$ cat config.mk
export PLATFORM = sky130hd
export DESIGN_NAME = flt2int_seq_conv
export DESIGN_NICKNAME = d
export VERILOG_FILES = /design/src/rtl/flt2int_pkg.sv /design/src/rtl/flt2int_classify.sv /design/src/rtl/flt2int_seq_conv.sv
export SDC_FILE = /design/constraint.sdc
export NUM_CORES = 1
export LEC_CHECK = 0
export ABC_AREA = 1
export BUFFER_PORTS_ARGS = -buffer_cell sky130_fd_sc_hd__buf_4
export CAP_MARGIN = 20
export CORE_ASPECT_RATIO = 0.5
export CORE_MARGIN = 2
export CORE_UTILIZATION = 58
export CTS_BUF_LIST = sky130_fd_sc_hd__clkbuf_16
export DETAILED_ROUTE_END_ITERATION = 8
export PLACE_DENSITY_LB_ADDON = 0.1
export SLEW_MARGIN = 0
export SYNTH_ARGS = -nofsm -noshare
export SYNTH_HDL_FRONTEND = slang
export SYNTH_SLANG_ARGS = --single-unit
$ cat constraint.sdc
create_clock -name clk -period 2 [get_ports clk]
set_clock_uncertainty 0.05 [all_clocks]
set_input_delay 0.2 -clock clk [delete_from_list [all_inputs] [get_ports clk]]
set_output_delay 0.2 -clock clk [all_outputs]
set_load 0.1 [all_outputs]
$ cat src/rtl/flt2int_pkg.sv
// Shared types for the sequential float-to-integer converter.
package flt2int_pkg;

    typedef enum logic [1:0] {IDLE, SHIFT, ROUND} state_t;

    typedef enum logic [2:0] {ZERO, NEG_E, NORM, BIG, INF, NAN} cls_t;

    typedef enum logic {RND_TRUNC, RND_RNE} round_t;

    function automatic int max_int(input int a, input int b);
        return (a > b) ? a : b;
    endfunction

endpackage

$ cat src/rtl/flt2int_classify.sv
// Combinational decode of a packed float: sign, debiased exponent,
// significand with hidden bit, operand class and alignment shift.
module flt2int_classify
    import flt2int_pkg::*;
#(
    parameter int EXP_W = 5,
    parameter int MAN_W = 10,
    parameter int INT_W = 16,
    parameter int K_W   = 5
) (
    input  logic [EXP_W+MAN_W:0]  flt_in,
    output logic                  sign,
    output logic signed [EXP_W:0] e,
    output logic [MAN_W:0]        m,
    output cls_t                  cls,
    output logic                  dir_left,
    output logic [K_W-1:0]        k
);
    localparam int BIAS = 2**(EXP_W-1) - 1;

    logic [EXP_W-1:0] exp_f;
    logic [MAN_W-1:0] mant_f;
    int               diff;

    assign sign   = flt_in[EXP_W+MAN_W];
    assign exp_f  = flt_in[EXP_W+MAN_W-1:MAN_W];
    assign mant_f = flt_in[MAN_W-1:0];
    assign e      = $signed({1'b0, exp_f}) - $signed((EXP_W+1)'(BIAS));
    assign m      = {|exp_f, mant_f};

    // Class priority: zero/subnormal, inf/NaN, then range checks on e
    always_comb begin
        cls      = NORM;
        dir_left = 1'b0;
        k        = {K_W{1'b0}};
        diff     = 0;
        if (exp_f == {EXP_W{1'b0}}) begin
            cls = ZERO;
        end else if (exp_f == {EXP_W{1'b1}}) begin
            cls = (mant_f == {MAN_W{1'b0}}) ? INF : NAN;
        end else if (e[EXP_W]) begin
            cls = NEG_E;
        end else if (int'(e) > INT_W - 2) begin
            cls = BIG;
        end else begin
            diff     = int'(e) - MAN_W;
            dir_left = (diff >= 0);
            k        = K_W'((diff >= 0) ? diff : -diff);
        end
    end

endmodule

$ cat src/rtl/flt2int_seq_conv.sv
// Multi-cycle float-to-integer converter: aligns the significand one bit per
// cycle, then rounds, saturates and formats the result in a single step.
module flt2int_seq_conv
    import flt2int_pkg::*;
#(
    parameter int EXP_W    = 5,
    parameter int MAN_W    = 10,
    parameter int INT_W    = 16,
    parameter int OUT_TWOS = 0
) (
    input  logic                 clk,
    input  logic                 reset,
    input  logic                 start,
    input  logic                 round_mode,
    input  logic [EXP_W+MAN_W:0] flt_in,
    output logic                 busy,
    output logic                 done,
    output logic [INT_W-1:0]     int_out,
    output logic                 ovf,
    output logic                 invalid,
    output logic                 inexact
);
    localparam int MAG_W  = max_int(INT_W, MAN_W + 1);
    localparam int MAX_SH = max_int(MAN_W, INT_W - 2 - MAN_W);
    localparam int K_W    = $clog2(MAX_SH) + 1;

    logic                  sign_s;
    logic signed [EXP_W:0] e_s;
    logic [MAN_W:0]        m_s;
    cls_t                  cls_s;
    logic                  left_s;
    logic [K_W-1:0]        k_s;
    logic                  neg_up_s;

    state_t           state_r, state_n;
    cls_t             cls_r;
    logic             sign_r, rne_r, neg_up_r, left_r;
    logic [MAG_W-1:0] mag_r;
    logic             guard_r, sticky_r;
    logic [K_W-1:0]   cnt_r;

    logic [MAG_W:0]   rnd_mag_s;
    logic [INT_W-2:0] res_mag_s;
    logic             res_ovf_s, res_inv_s, res_inx_s, res_sign_s;
    logic [INT_W-1:0] res_word_s;

    flt2int_classify #(
        .EXP_W (EXP_W),
        .MAN_W (MAN_W),
        .INT_W (INT_W),
        .K_W   (K_W)
    ) u_classify (
        .flt_in   (flt_in),
        .sign     (sign_s),
        .e        (e_s),
        .m        (m_s),
        .cls      (cls_s),
        .dir_left (left_s),
        .k        (k_s)
    );

    // Only e == -1 with a nonzero fraction lies strictly above one half
    assign neg_up_s = (e_s == {(EXP_W+1){1'b1}}) && (|m_s[MAN_W-1:0]);

    // FSM state register
    always_ff @(posedge clk or posedge reset) begin
        if (reset) state_r <= IDLE;
        else       state_r <= state_n;
    end

    // FSM next-state logic
    always_comb begin
        state_n = state_r;
        case (state_r)
            IDLE: begin
                if (start) begin
                    state_n = (cls_s == NORM && k_s != {K_W{1'b0}}) ? SHIFT : ROUND;
                end else begin
                    state_n = IDLE;
                end
            end
            SHIFT: begin
                if (cnt_r == K_W'(1)) state_n = ROUND;
                else                  state_n = SHIFT;
            end
            ROUND:   state_n = IDLE;
            default: state_n = IDLE;
        endcase
    end

    // Rounding, saturation and output formatting for the ROUND step
    always_comb begin
        rnd_mag_s  = {1'b0, mag_r};
        res_mag_s  = {(INT_W-1){1'b0}};
        res_ovf_s  = 1'b0;
        res_inv_s  = 1'b0;
        res_inx_s  = 1'b0;
        res_sign_s = sign_r;
        case (cls_r)
            NORM: begin
                if (rne_r && guard_r && (sticky_r || mag_r[0])) begin
                    rnd_mag_s = {1'b0, mag_r} + {{MAG_W{1'b0}}, 1'b1};
                end else begin
                    rnd_mag_s = {1'b0, mag_r};
                end
                res_inx_s = guard_r | sticky_r;
                if (|rnd_mag_s[MAG_W:INT_W-1]) begin
                    res_mag_s = {(INT_W-1){1'b1}};
                    res_ovf_s = 1'b1;
                end else begin
                    res_mag_s = rnd_mag_s[INT_W-2:0];
                end
            end
            ZERO: res_inx_s = |mag_r;
            NEG_E: begin
                res_mag_s = (rne_r && neg_up_r) ? {{(INT_W-2){1'b0}}, 1'b1} : {(INT_W-1){1'b0}};
                res_inx_s = 1'b1;
            end
            BIG, INF: begin
                res_mag_s = {(INT_W-1){1'b1}};
                res_ovf_s = 1'b1;
            end
            NAN: begin
                res_mag_s  = {(INT_W-1){1'b1}};
                res_ovf_s  = 1'b1;
                res_inv_s  = 1'b1;
                res_sign_s = 1'b0;
            end
            default: res_mag_s = {(INT_W-1){1'b0}};
        endcase
        if (OUT_TWOS != 0) begin
            res_word_s = res_sign_s ? -{1'b0, res_mag_s} : {1'b0, res_mag_s};
        end else begin
            res_word_s = {res_sign_s, res_mag_s};
        end
    end

    // Operand latch, alignment shifter and registered outputs
    always_ff @(posedge clk or posedge reset) begin
        if (reset) begin
            cls_r    <= ZERO;
            sign_r   <= 1'b0;
            rne_r    <= 1'b0;
            neg_up_r <= 1'b0;
            left_r   <= 1'b0;
            mag_r    <= {MAG_W{1'b0}};
            guard_r  <= 1'b0;
            sticky_r <= 1'b0;
            cnt_r    <= {K_W{1'b0}};
            busy     <= 1'b0;
            done     <= 1'b0;
            int_out  <= {INT_W{1'b0}};
            ovf      <= 1'b0;
            invalid  <= 1'b0;
            inexact  <= 1'b0;
        end else begin
            done <= 1'b0;
            busy <= (state_n != IDLE);
            case (state_r)
                IDLE: begin
                    if (start) begin
                        cls_r    <= cls_s;
                        sign_r   <= sign_s;
                        rne_r    <= (round_t'(round_mode) == RND_RNE);
                        neg_up_r <= neg_up_s;
                        left_r   <= left_s;
                        mag_r    <= MAG_W'(m_s);
                        guard_r  <= 1'b0;
                        sticky_r <= 1'b0;
                        cnt_r    <= k_s;
                        ovf      <= 1'b0;
                        invalid  <= 1'b0;
                        inexact  <= 1'b0;
                    end
                end
                SHIFT: begin
                    if (left_r) begin
                        mag_r <= {mag_r[MAG_W-2:0], 1'b0};
                    end else begin
                        mag_r    <= {1'b0, mag_r[MAG_W-1:1]};
                        guard_r  <= mag_r[0];
                        sticky_r <= sticky_r | guard_r;
                    end
                    cnt_r <= cnt_r - K_W'(1);
                end
                ROUND: begin
                    int_out <= res_word_s;
                    ovf     <= res_ovf_s;
                    invalid <= res_inv_s;
                    inexact <= res_inx_s;
                    done    <= 1'b1;
                end
                default: done <= 1'b0;
            endcase
        end
    end

endmodule
==> results.yml <==
outcome:
  status: "finished, final reports clean"
clock_tree:
  clockBufferDepth: 2
  cts-root-buf: "clkbuf_16"
  clk_latency_ps: 300
  cts.sinks: 53
  path_clk_slew_ps: 70
  cts_tree: "built"
  cts_buffers: 5
  cts-hold-fix-buffers: 0
  htree_levels: 2
timing:
  timing.final.crit_share_pct: 93.7
  fin_ws_ps: 125
  hold_viol: 0
  slew-limit-headroom_pct: 55.0
  rsz0062_at_grt: "true"
  tightest_slew_ps: 674
  drv_slew: 0
  max_freq_mhz: 533
  finalSetupTns_ps: 0
  finalSetupViolations: 0
  fin_crit_ps: 1870
worst_setup_path:
  rr_worst_depth: 13
  r2r_setup_slack_ps: 130
  cpMostUsedCell: "nand2_2"
  start_kind: "flop"
  reg2reg_to: "int_out[11]$_DFFE_PP0P_"
  required_ps: 2140
  worstSetupEndpoint: "int_out[11]$_DFFE_PP0P_"
  crit_type: "flop to flop"
  max_stage_delay_ps: 390
  end_kind: "flop"
  crit_chain: "nand2_1 > inv_2 > nand2_2 > nor2_4 > nand2_2 > nor2_4 > nand3_4 > nor2_1 > nand2_1 > nand3_2 > nand2_4 > nand2_4 > nand2_2"
  arrival_ps: 2010
  cp_slowest_cell: "dfrtp_1"
  critPathLaunch: "guard_r$_DFFE_PP0P_"
  reg2reg_from: "guard_r$_DFFE_PP0P_"
  cp_max_fo: 7
routing:
  drc: 0
  wl_um: 8470
  drtIter0Drc: 216
  drtAntennaViolNets: 0
  first_pass_iters: 5
  via_per_inst: 5.74
  post_drt_wl_per_cell_um: 14.9
  num_vias: 3260
logic_synthesis:
  synthMuxAreaShare_pct: 0
  synth_cells: 442
  ys_types: 37
  yosys_warnings: 0
  synth_area_um2: 3340
  synth-xor-area-share_pct: 3.15
  yosysSeqAreaShare_pct: 39.7
  synthAdderAreaFrac_pct: 4.12
  synth-seq-cells: 53
  syn_nets: 473
  synth_top_family_by_area: "simple AND/OR/NAND/NOR gates"
  syn_avg_cell_area_um2: 7.56
  synth_compound_area_share_pct: 16.0
  yosys.area_share.simple_pct: 28.4
placed_design:
  place_congestion: 0.983
  hpwlAfterDp_um: 6140
  placedCellCount: 554
  port_buffers: 40
  dp_slack_ps: -46.6
  place_area_um2: 3750
layout:
  syn2layout_area_growth_pct: 18.8
  drive_above_1_share_pct: 20.4
  design_area_um2: 3970
  antenna_cells: 0
  layout.cells.non_filler: 568
  layout_commonest_cell: "nand2_1"
  final_cell_mix: "nand2_1, inv_1, buf_4, dfrtp_1, o21ai_0"
  final_nets: 525
global_route:
  grt_start_max_net_pins: 54
  antenna_found_initial: 0
  grt_pass1_wl_um: 13800
  grt-ovfl-total: 0
  grt_pass1_vias: 3002
  grt_use_total_pct: 27.2
floorplanning:
  die_w_um: 111
  coreArea_um2: 5520
  placementRows: 19
  die_area_um2: 6420
  die_h_um: 57.7
  start_util_pct: 60.6
  boundaryPins: 41
hold_path:
  hold_path_class: "primary input to asynchronous set/reset pin"
power_and_ir_drop:
  ir_worst_vdd_uv: 1370
  swShare_pct: 54.5
  powerDensity_nw_per_um2: 1640
  p_leak_nw: 2.00
  clockPowerShare_pct: 13.1
  power.switching_mw: 3.55
  power_mw: 6.52
  p_seq_share_pct: 27.9
  power_frac_comb_pct: 59.0
  p_int_mw: 2.97
run:
  cap_violations: 0
==> registers in the layout, summed over array words and instances, names as in the netlist <==
register,flops
left_r,1
cls_r,3
sign_r,1
cnt_r,5
ovf,1
done,1
guard_r,1
inexact,1
state_r,2
int_out,16
sticky_r,1
rne_r,1
invalid,1
mag_r,16
busy,1
neg_up_r,1
==> per-layer routing <==
metal | wire (um) | GRT usage [%] | vias to the layer above | part of all wire (%)
met5 | 0 | 0 | - | 0
met4 | 138 | 7.23 | 0 | 1.6
met3 | 708 | 8.37 | 27 | 8.4
met2 | 3760 | 43.2 | 136 | 44
met1 | 3870 | 37.1 | 1531 | 46
li1 | - | - | 1566 | -
==> cell families (layout without fill, tap and decap cells) <==
logic type / Yosys count / in the layout
simple gates: 202 / 203
compound gates: 90 / 90
buf+inv: 74 / 126
flops: 53 / 53
xor+xnor: 12 / 12
fa+ha+maj: 11 / 11
==> critical path: cells and delay by family (launching register included) <==
kind / cells / cell delay, ps
AND/OR/NAND/NOR: 12 / 1230
flip-flops: 1 / 390
buffers and inverters: 1 / 90
==> worst min-delay path by stage <==
stage | start | endpoint | slack, ps | cells past startpoint
CTS | round_mode | rne_r$_DFFE_PP0P_ | 60 | 3
finish | reset | ovf$_DFFE_PP0P_ | 40 | 3
global route | flt_in[15] | sign_r$_DFFE_PP0P_ | 90 | 3
global placement | round_mode | rne_r$_DFFE_PP0P_ | 350 | 3
detailed placement | round_mode | rne_r$_DFFE_PP0P_ | 360 | 3
floorplan | flt_in[15] | sign_r$_DFFE_PP0P_ | 270 | 2
==> Yosys cell counts <==
library cell  instances  area share, %
a211oi_1              1           0.22
buf_8                 1           0.45
nor2_2                2           0.37
nand2_1             101             11
inv_1                58            6.5
nand3_2               1           0.30
nor3_1               10            1.5
or2_2                 1           0.19
nand2_2              16            3.0
o22ai_1               5           0.94
a31oi_2               1           0.37
nand2_4               1           0.34
xor2_1               12            3.1
buf_2                 1           0.15
nor3_2                1           0.30
nor4_1                5           0.94
inv_2                 5           0.56
o41ai_1               1           0.26
a31oi_1               2           0.37
o31ai_1               2           0.45
o221ai_1              4            1.0
a22oi_1              10            2.2
a221oi_1              1           0.26
buf_1                 1           0.11
dfrtp_1              53             40
a21oi_1              25            3.7
o211ai_1              2           0.45
nor2_4                4            1.3
ha_1                 11            4.1
o21ai_2               2           0.52
nand4_1               6            1.1
nand3_1              30            4.5
nor2_1               23            2.6
clkbuf_1              8           0.90
nand3_4               1           0.52
o21ai_0              32            4.8
o21ai_1               2           0.30
==> area by class of cell <==
class                           instances  area (um2)
Tap cell                               73        91.3
Fill cell                             469        1550
Clock inverter                          3        18.8
Sequential cell                        53        1330
Clock buffer                            5         125
Timing Repair Buffer                   55         413
Inverter                               63         236
Multi-Input combinational cell        316        1760
==> power by group through the flow <==
stage	Clock, mW	Sequential (mW)	Combinational [mW]
floorplan	0	3.01	1.63
global placement	0	1.81	3.62
detailed placement	0	1.83	3.69
CTS	0.872	1.82	3.70
global route	0.911	1.88	4.13
finish	0.854	1.82	3.85
==> stage by stage <==
stage / utilization (%) / hold WS, ps
6_report: 72.0 / 38.4
5_1_grt: 72.0 / 85.4
4_1_cts: 70.7 / 57.2
3_5_place_dp: 68.1 / 361
3_3_place_gp: 68.1 / 352
2_1_floorplan: - / 267
==> repair_timing <==
item                       in CTS  in global routing
gates resized for setup         0                  5
setup endpoints to repair       0                 15
setup buffers                   0                  5
Power figures use the tool's default switching activity.
